===== src/rtl/debounce_pkg.sv =====
// Shared types and default parameters for the multi-channel button debouncer.
// The channel FSM enum lives here so that the top level and the sub-module agree on its encoding.
package debounce_pkg;

    typedef enum logic [1:0] {
        IDLE  = 2'd0,
        SHORT = 2'd1,
        HELD  = 2'd2
    } btn_fsm_t;

    localparam int DEF_N_CH             = 4;
    localparam int DEF_DEBOUNCE_CYCLES  = 250000;
    localparam int DEF_LONG_CYCLES      = 25000000;
    localparam int DEF_REPEAT_CYCLES    = 5000000;
    localparam int DEF_INPUT_ACTIVE_LOW = 0;

endpackage


===== src/rtl/multi_debouncer_if.sv =====
// Button bundle: raw levels and repeat enables in; debounced level and event pulses out.
// No flow control: every output is a level or a single-cycle pulse.
interface multi_debouncer_if
    import debounce_pkg::*;
#(
    parameter int N_CH = DEF_N_CH
);
    logic [N_CH-1:0] btn_in;
    logic [N_CH-1:0] repeat_en;
    logic [N_CH-1:0] btn_state;
    logic [N_CH-1:0] btn_pressed;
    logic [N_CH-1:0] btn_released;
    logic [N_CH-1:0] btn_long;
    logic [N_CH-1:0] btn_repeat;

    modport master (
        output btn_in,
        output repeat_en,
        input  btn_state,
        input  btn_pressed,
        input  btn_released,
        input  btn_long,
        input  btn_repeat
    );

    modport slave (
        input  btn_in,
        input  repeat_en,
        output btn_state,
        output btn_pressed,
        output btn_released,
        output btn_long,
        output btn_repeat
    );
endinterface


===== src/rtl/debounce_channel.sv =====
// One button: 2-flop sync, debounce (state moves DEBOUNCE_CYCLES+2 edges after input), press FSM.
// Event pulses are registered and last one cycle; no backpressure.
module debounce_channel
    import debounce_pkg::*;
#(
    parameter int DEBOUNCE_CYCLES = DEF_DEBOUNCE_CYCLES,
    parameter int LONG_CYCLES     = DEF_LONG_CYCLES,
    parameter int REPEAT_CYCLES   = DEF_REPEAT_CYCLES
) (
    input  logic clk,
    input  logic rst_n,
    input  logic btn_raw,
    input  logic repeat_en,
    output logic btn_state,
    output logic btn_pressed,
    output logic btn_released,
    output logic btn_long,
    output logic btn_repeat
);
    localparam int DB_W   = $clog2(DEBOUNCE_CYCLES + 1);
    localparam int HOLD_W = $clog2(LONG_CYCLES + 1);
    localparam int REP_W  = $clog2(REPEAT_CYCLES + 1);

    localparam logic [DB_W-1:0]   DB_LAST   = DB_W'(DEBOUNCE_CYCLES - 1);
    localparam logic [HOLD_W-1:0] HOLD_LAST = HOLD_W'(LONG_CYCLES - 1);
    localparam logic [HOLD_W-1:0] HOLD_SAT  = HOLD_W'(LONG_CYCLES);
    localparam logic [REP_W-1:0]  REP_LAST  = REP_W'(REPEAT_CYCLES - 1);

    logic sync_meta;
    logic sync;

    always_ff @(posedge clk or negedge rst_n) begin
        if (!rst_n) begin
            sync_meta <= 1'b0;
            sync      <= 1'b0;
        end else begin
            sync_meta <= btn_raw;
            sync      <= sync_meta;
        end
    end

    logic [DB_W-1:0] db_cnt;
    logic            mismatch;
    logic            db_done;
    logic            press_evt;
    logic            release_evt;

    assign mismatch    = sync ^ btn_state;
    assign db_done     = mismatch && (db_cnt == DB_LAST);
    assign press_evt   = db_done && !btn_state;
    assign release_evt = db_done && btn_state;

    // Any cycle where sync agrees with the accepted level restarts the count.
    always_ff @(posedge clk or negedge rst_n) begin
        if (!rst_n) begin
            db_cnt       <= '0;
            btn_state    <= 1'b0;
            btn_pressed  <= 1'b0;
            btn_released <= 1'b0;
        end else begin
            btn_pressed  <= press_evt;
            btn_released <= release_evt;
            if (!mismatch || db_done) begin
                db_cnt <= '0;
            end else begin
                db_cnt <= db_cnt + DB_W'(1);
            end
            if (db_done) begin
                btn_state <= ~btn_state;
            end
        end
    end

    btn_fsm_t            fsm_state;
    btn_fsm_t            fsm_state_nxt;
    logic [HOLD_W-1:0]   hold_cnt;
    logic [HOLD_W-1:0]   hold_cnt_nxt;
    logic [REP_W-1:0]    rep_cnt;
    logic [REP_W-1:0]    rep_cnt_nxt;
    logic                long_nxt;
    logic                repeat_nxt;

    always_ff @(posedge clk or negedge rst_n) begin
        if (!rst_n) begin
            fsm_state  <= IDLE;
            hold_cnt   <= '0;
            rep_cnt    <= '0;
            btn_long   <= 1'b0;
            btn_repeat <= 1'b0;
        end else begin
            fsm_state  <= fsm_state_nxt;
            hold_cnt   <= hold_cnt_nxt;
            rep_cnt    <= rep_cnt_nxt;
            btn_long   <= long_nxt;
            btn_repeat <= repeat_nxt;
        end
    end

    // A release landing on a long/repeat threshold takes priority and suppresses that pulse.
    always_comb begin
        fsm_state_nxt = fsm_state;
        hold_cnt_nxt  = hold_cnt;
        rep_cnt_nxt   = rep_cnt;
        long_nxt      = 1'b0;
        repeat_nxt    = 1'b0;
        case (fsm_state)
            IDLE: begin
                hold_cnt_nxt = '0;
                rep_cnt_nxt  = '0;
                if (press_evt) begin
                    fsm_state_nxt = SHORT;
                end
            end
            SHORT: begin
                if (release_evt) begin
                    fsm_state_nxt = IDLE;
                    hold_cnt_nxt  = '0;
                    rep_cnt_nxt   = '0;
                end else if (hold_cnt == HOLD_LAST) begin
                    fsm_state_nxt = HELD;
                    hold_cnt_nxt  = HOLD_SAT;
                    rep_cnt_nxt   = '0;
                    long_nxt      = 1'b1;
                end else begin
                    hold_cnt_nxt = hold_cnt + HOLD_W'(1);
                end
            end
            HELD: begin
                if (release_evt) begin
                    fsm_state_nxt = IDLE;
                    hold_cnt_nxt  = '0;
                    rep_cnt_nxt   = '0;
                end else if (!repeat_en) begin
                    rep_cnt_nxt = '0;
                end else if (rep_cnt == REP_LAST) begin
                    rep_cnt_nxt = '0;
                    repeat_nxt  = 1'b1;
                end else begin
                    rep_cnt_nxt = rep_cnt + REP_W'(1);
                end
            end
            default: begin
                fsm_state_nxt = IDLE;
                hold_cnt_nxt  = '0;
                rep_cnt_nxt   = '0;
            end
        endcase
    end

    a_pulse_exclusive: assert property (@(posedge clk) disable iff (!rst_n)
        $onehot0({btn_pressed, btn_long, btn_repeat}));

    a_fsm_tracks_state: assert property (@(posedge clk) disable iff (!rst_n)
        (fsm_state == IDLE) == !btn_state);

    a_pressed_level: assert property (@(posedge clk) disable iff (!rst_n)
        btn_pressed |-> btn_state);

    a_released_level: assert property (@(posedge clk) disable iff (!rst_n)
        btn_released |-> !btn_state);

    a_db_bound: assert property (@(posedge clk) disable iff (!rst_n)
        32'(db_cnt) < DEBOUNCE_CYCLES);

    a_hold_bound: assert property (@(posedge clk) disable iff (!rst_n)
        32'(hold_cnt) <= LONG_CYCLES);

    a_rep_bound: assert property (@(posedge clk) disable iff (!rst_n)
        32'(rep_cnt) < REPEAT_CYCLES);

endmodule


===== src/rtl/multi_debouncer.sv =====
// N_CH independent debounce channels with optional input inversion; latency DEBOUNCE_CYCLES+2 edges.
// No backpressure: outputs are levels and single-cycle pulses.
module multi_debouncer
    import debounce_pkg::*;
#(
    parameter int N_CH             = DEF_N_CH,
    parameter int DEBOUNCE_CYCLES  = DEF_DEBOUNCE_CYCLES,
    parameter int LONG_CYCLES      = DEF_LONG_CYCLES,
    parameter int REPEAT_CYCLES    = DEF_REPEAT_CYCLES,
    parameter int INPUT_ACTIVE_LOW = DEF_INPUT_ACTIVE_LOW
) (
    input  logic              clk,
    input  logic              rst_n,
    multi_debouncer_if.slave  bus
);
    logic [N_CH-1:0] btn_pol;

    // Inversion happens before the synchroniser so reset (0) is always the released level.
    assign btn_pol = (INPUT_ACTIVE_LOW != 0) ? ~bus.btn_in : bus.btn_in;

    for (genvar i = 0; i < N_CH; i++) begin : g_ch
        debounce_channel #(
            .DEBOUNCE_CYCLES (DEBOUNCE_CYCLES),
            .LONG_CYCLES     (LONG_CYCLES),
            .REPEAT_CYCLES   (REPEAT_CYCLES)
        ) u_ch (
            .clk          (clk),
            .rst_n        (rst_n),
            .btn_raw      (btn_pol[i]),
            .repeat_en    (bus.repeat_en[i]),
            .btn_state    (bus.btn_state[i]),
            .btn_pressed  (bus.btn_pressed[i]),
            .btn_released (bus.btn_released[i]),
            .btn_long     (bus.btn_long[i]),
            .btn_repeat   (bus.btn_repeat[i])
        );
    end

endmodule


===== src/flat_wrapper.sv =====
// flat-port wrapper written by rule: the top's interface ports become plain ports
module multi_debouncer_flat import debounce_pkg::*;
#(
    parameter int N_CH             = DEF_N_CH,
    parameter int DEBOUNCE_CYCLES  = DEF_DEBOUNCE_CYCLES,
    parameter int LONG_CYCLES      = DEF_LONG_CYCLES,
    parameter int REPEAT_CYCLES    = DEF_REPEAT_CYCLES,
    parameter int INPUT_ACTIVE_LOW = DEF_INPUT_ACTIVE_LOW
)
  (clk, rst_n, bus_btn_in, bus_repeat_en, bus_btn_state, bus_btn_pressed, bus_btn_released, bus_btn_long, bus_btn_repeat);
  multi_debouncer_if #(.N_CH(N_CH)) bus_i ();
  input  logic clk;
  input  logic rst_n;
  input wire logic [$bits(bus_i.btn_in)-1:0] bus_btn_in;
  input wire logic [$bits(bus_i.repeat_en)-1:0] bus_repeat_en;
  output wire logic [$bits(bus_i.btn_state)-1:0] bus_btn_state;
  output wire logic [$bits(bus_i.btn_pressed)-1:0] bus_btn_pressed;
  output wire logic [$bits(bus_i.btn_released)-1:0] bus_btn_released;
  output wire logic [$bits(bus_i.btn_long)-1:0] bus_btn_long;
  output wire logic [$bits(bus_i.btn_repeat)-1:0] bus_btn_repeat;
  assign bus_i.btn_in = bus_btn_in;
  assign bus_i.repeat_en = bus_repeat_en;
  assign bus_btn_state = bus_i.btn_state;
  assign bus_btn_pressed = bus_i.btn_pressed;
  assign bus_btn_released = bus_i.btn_released;
  assign bus_btn_long = bus_i.btn_long;
  assign bus_btn_repeat = bus_i.btn_repeat;
  multi_debouncer #(.N_CH(N_CH), .DEBOUNCE_CYCLES(DEBOUNCE_CYCLES), .LONG_CYCLES(LONG_CYCLES), .REPEAT_CYCLES(REPEAT_CYCLES), .INPUT_ACTIVE_LOW(INPUT_ACTIVE_LOW)) u_core (.clk(clk), .rst_n(rst_n), .bus(bus_i));
endmodule

===== config.mk =====
export PLATFORM = sky130hd
export DESIGN_NAME = multi_debouncer_flat
export DESIGN_NICKNAME = d
export VERILOG_FILES = /design/src/rtl/debounce_pkg.sv /design/src/rtl/multi_debouncer_if.sv /design/src/rtl/debounce_channel.sv /design/src/rtl/multi_debouncer.sv /design/src/flat_wrapper.sv
export SDC_FILE = /design/constraint.sdc
export NUM_CORES = 1
export LEC_CHECK = 0
export ABC_AREA = 1
export ABC_CLOCK_PERIOD_IN_PS = 2300
export BUFFER_PORTS_ARGS = -buffer_cell sky130_fd_sc_hd__buf_4
export CORE_MARGIN = 8
export CORE_UTILIZATION = 60
export CTS_CLUSTER_DIAMETER = 200
export CTS_CLUSTER_SIZE = 14
export DETAILED_ROUTE_END_ITERATION = 8
export HOLD_SLACK_MARGIN = 0.15
export MAX_ROUTING_LAYER = met4
export PLACE_DENSITY = 0.78
export REMOVE_ABC_BUFFERS = 1
export SYNTH_ARGS = -nofsm -noshare
export SYNTH_HDL_FRONTEND = slang
export SYNTH_SLANG_ARGS = --single-unit

===== constraint.sdc =====
create_clock -name clk -period 2.3 [get_ports clk]
set_input_delay 0.115 -clock clk [delete_from_list [all_inputs] [get_ports clk]]
set_output_delay 0.115 -clock clk [all_outputs]
set_load 0.02 [all_outputs]

==> results.md <==
Clock tree:
- TritonCTS created 25 clock buffers.
- The quantity of gates resized following cts is 0.
- At the later pin of the worst-skew pair, clock insertion delay measures 0.56 ns.
- The maximum level of the CTS H-tree is 1.
- In this run the deepest clock path goes through 3 buffers.
- The clock root buffer master is sky130_fd_sc_hd__clkbuf_16.
- TritonCTS built the clock tree.
- The number of clock sinks is 300.
- The clock-pin slew on the worst setup and hold paths is 0.07 ns.

Floorplan:
- The floorplan die height is 194 microns.
- The initial core utilization is 0.605.
- After floorplanning, the core was divided into 65 placement rows.
- The die covers 37500 sq um.
- During I/O placement, the number of pins put on the boundary was 30.
- The overall die width is 194 microns.
- The core region is 31300 sq um.

STA:
- The final-report setup violation count is 0.
- Setup repair after global routing left no endpoint under its margin.
- Between clock sinks in the finished design, the worst skew comes to 0.0321 ns.
- For the pin with the worst max-slew slack, the measured transition is 0.687 ns.
- The upper clock frequency limit is 474 MHz.
- The worst-case setup margin in the final layout is 0.190 ns.
- The max-slew headroom at the worst pin is 0.541.
- The worst hold margin is 0.202 ns.
- The count of pins over their slew limit is 0.
- The final-report hold violation count is 0.
- Of the available clock period, the critical path in the final layout requires 0.917.
- The total negative setup slack is 0 ns.
- The smallest clock period supported by the final layout is computed as 2.11 ns.

Synthesis:
- Counting every instance in the synthesized netlist gives 2702.
- The number of synthesized flops with an enable pin is 0.
- For this run, the leading register cell type out of synthesis is sky130_fd_sc_hd__dfrtp_1.
- The proportion of netlist area held by the largest area contributor is 0.396.
- Synthesis inferred 300 register bits.
- The post-synthesis average cell area is 7.01 sq um.
- By area the synthesized netlist is led by sky130_fd_sc_hd__dfrtp_1 40%, sky130_fd_sc_hd__nand2_1 14%, sky130_fd_sc_hd__nand3_1 8.7%.
- The mapped netlist covers 19000 sq um.
- The biggest area consumer among synthesized cells is sky130_fd_sc_hd__dfrtp_1.
- The async set-or-reset flop fraction in the synthesized netlist is 1.00.
- Yosys printed 0 warnings.
- The share of the Yosys chip area taken by registers is 0.396.
- The netlist uses 42 different library cells.

Power and ir drop:
- The leakage power is 9.01 nW.
- VDD sags by at most 0.517 mV.
- Power spread over the standard cell area amounts to 466 nW/um^2.
- The overall power consumption is 9.45 mW.

Worst hold path:
- The worst hold path was traced through 2 stages.
- The tightest min-delay check is of the primary input to flop type.

Placement:
- The number of port buffers is 29.
- The post-placement worst setup slack is 0.220 ns.
- At the end of routability-driven placement, the weighted congestion stood at 0.991.
- The total half-perimeter wirelength after legalization and detailed placement is 33200 microns.

Worst setup path:
- Measured in cells, the most critical reg-to-reg path has a length of 8.
- The endpoint arrival time on the critical path is 2.57 ns.
- The kind of launch point of the worst setup path is a flop.
- The cell that appears most often on the critical path is sky130_fd_sc_hd__nand3_1.
- The largest single stage delay on the critical path is 0.43 ns.
- Walking the worst path, the cells encountered are ha_1, nand3_1, nor2_1, nand3_1, nand3_1, nor2_1, nand3_1, nand2_1.
- The start-to-end type of the worst setup path is flop to flop.
- Along the worst path, the maximum fanout reaches 11.
- The worst setup path is captured at a flop.
- The largest individual stage delay along the critical path comes from the cell sky130_fd_sc_hd__dfrtp_1.
- The critical path data required time is 2.76 ns.

Drt:
- The final antenna-violating net count is 0.
- After detailed routing, the average wire length per cell comes to 14.9 microns.
- In the routed layout, each cell is associated on average with a via count of 5.65.
- The detailed-route DRC error count is 0.
- For this block, the routed nets add up to 46500 microns of wire.
- For this block, the via count after detailed routing is 17642.
- The iteration count of the initial detailed-routing pass is 5.
- The detailed router finished its first iteration with 1535 violations.

Global route:
- The maximum number of pins on one net before global-route repair is 58.
- The overall track demand over capacity in global routing is 0.252.
- The initial antenna violation count is 0.
- The via count of the first global-routing pass is 16662.
- The first global-routing pass estimated 79900 microns of wire.
- The global route total overflow is 0.

Outcome:
- The flow ran to the end, and the final reports show no timing, DRC or antenna violations.

Finish:
- The number of filler instances in the final layout is 2772.
- The top cell types in the final layout, fill and taps aside, are 689 x sky130_fd_sc_hd__nand2_1, 410 x sky130_fd_sc_hd__nor2_1, 329 x sky130_fd_sc_hd__nand3_1.
- At the end of the flow, the number of nets in the layout was 2743.
- The number of inserted diodes is 0.
- The commonest non-fill, non-tap cell in the layout is sky130_fd_sc_hd__nand2_1.
- Once layout is complete, the utilization of the core stands at 0.648.
- From synthesis to final layout, the design area changed by 6.96%.
- In the final layout, the share of cells above drive strength 1 is 0.0617.

Job:
- The tool flagged a number of max-cap violations equal to 0.
==> routing by layer <==
layer / up-vias / track usage / wire length, microns
li1: 8781 / - / -
met1: 8286 / 0.346 / 21600
met2: 508 / 0.397 / 21400
met3: 67 / 0.0290 / 2580
met4: 0 / 0.0570 / 856
met5: - / - / 0
==> layout make-up <==
cell class                      instances  area [sq um]  area share
Multi-Input combinational cell       2028          9830       0.485
Sequential cell                       300          7510       0.370
Inverter                              291          1090      0.0539
Timing Repair Buffer                   75           683      0.0337
Clock buffer                           25           626      0.0309
Tap cell                              402           503      0.0248
Clock inverter                          2          28.8     0.00142
==> worst paths after layout <==
check	from	endpoint	slack [ns]
max	u_core.g_ch[1].u_ch.rep_cnt[0]	u_core.g_ch[1].u_ch.rep_cnt[18]	0.19
max reg2reg	u_core.g_ch[1].u_ch.rep_cnt[0]	u_core.g_ch[1].u_ch.rep_cnt[18]	0.19
max in group asynchronous	rst_n	u_core.g_ch[2].u_ch.db_cnt[15]	0.89
min in group asynchronous	rst_n	u_core.g_ch[3].u_ch.rep_cnt[18]	0.67
min	bus_btn_in[2]	u_core.g_ch[2].u_ch.sync_meta	0.20
min reg2reg	u_core.g_ch[1].u_ch.sync_meta	u_core.g_ch[1].u_ch.sync	0.34
==> sequential cells by signal, indices dropped and copies added (netlist names), 8 cells and up <==
| name | cells |
|---|---|
| u_core.g_ch.u_ch.hold_cnt | 100 |
| u_core.g_ch.u_ch.rep_cnt | 92 |
| u_core.g_ch.u_ch.db_cnt | 72 |
| u_core.g_ch.u_ch.fsm_state | 8 |
==> power breakdown <==
part	switching [mW]	total (mW)	internal, mW
registers	0.0220	5.32	5.30
logic	0.187	0.258	0.0715
clock network	1.93	3.87	1.94
total	2.14	9.45	7.31
==> critical path: cells and delay by family, from the launching register on <==
kind          cells  cell delay, ns
simple gates      7            1.34
fa+ha+maj         1            0.25
flops             1            0.43
==> cells in the mapped netlist (7+ instances only) <==
library cell                 n
sky130_fd_sc_hd__a21oi_1    38
sky130_fd_sc_hd__buf_2      20
sky130_fd_sc_hd__buf_4      23
sky130_fd_sc_hd__buf_6      11
sky130_fd_sc_hd__clkbuf_1   26
sky130_fd_sc_hd__dfrtp_1   300
sky130_fd_sc_hd__ha_1       12
sky130_fd_sc_hd__inv_1     276
sky130_fd_sc_hd__inv_2      13
sky130_fd_sc_hd__nand2_1   689
sky130_fd_sc_hd__nand3_1   329
sky130_fd_sc_hd__nand3b_1   11
sky130_fd_sc_hd__nand4_1   124
sky130_fd_sc_hd__nor2_1    411
sky130_fd_sc_hd__nor2_2     17
sky130_fd_sc_hd__nor3_1     95
sky130_fd_sc_hd__nor3b_1     7
sky130_fd_sc_hd__nor4_1     13
sky130_fd_sc_hd__o21ai_0    78
sky130_fd_sc_hd__o21ai_1    20
sky130_fd_sc_hd__o21bai_1   10
sky130_fd_sc_hd__or2_2      10
sky130_fd_sc_hd__xnor2_1    25
sky130_fd_sc_hd__xor2_1     97
==> repair_timing <==
item,CTS,global route
setup buffers,0,0
endpoints found under the setup margin,0,14
hold buffers,11,0
hold endpoints to repair,342,0
==> cell families (layout without fill, tap and decap cells) <==
group | after synthesis | in the layout | synth area share
AO/OA/AOI/OAI | 159 | 159 | 0.0452
XOR/XNOR | 122 | 122 | 0.0564
adder cells (fa/ha/maj) | 12 | 12 | 0.00792
buffers and inverters | 374 | 393 | 0.0852
flip-flops | 300 | 300 | 0.396
AND/OR/NAND/NOR | 1735 | 1735 | 0.409
==> per-stage QoR <==
| stage | area [sq um] | cells |
|---|---|---|
| final | 20300 | 3123 |
| after global routing | 20300 | 3123 |
| after CTS | 20300 | 3124 |
| after detailed placement | 19500 | 3086 |
| after global placement | 19500 | 3086 |
| after floorplan | 18400 | 2619 |
(Power assumes the default switching activity.)
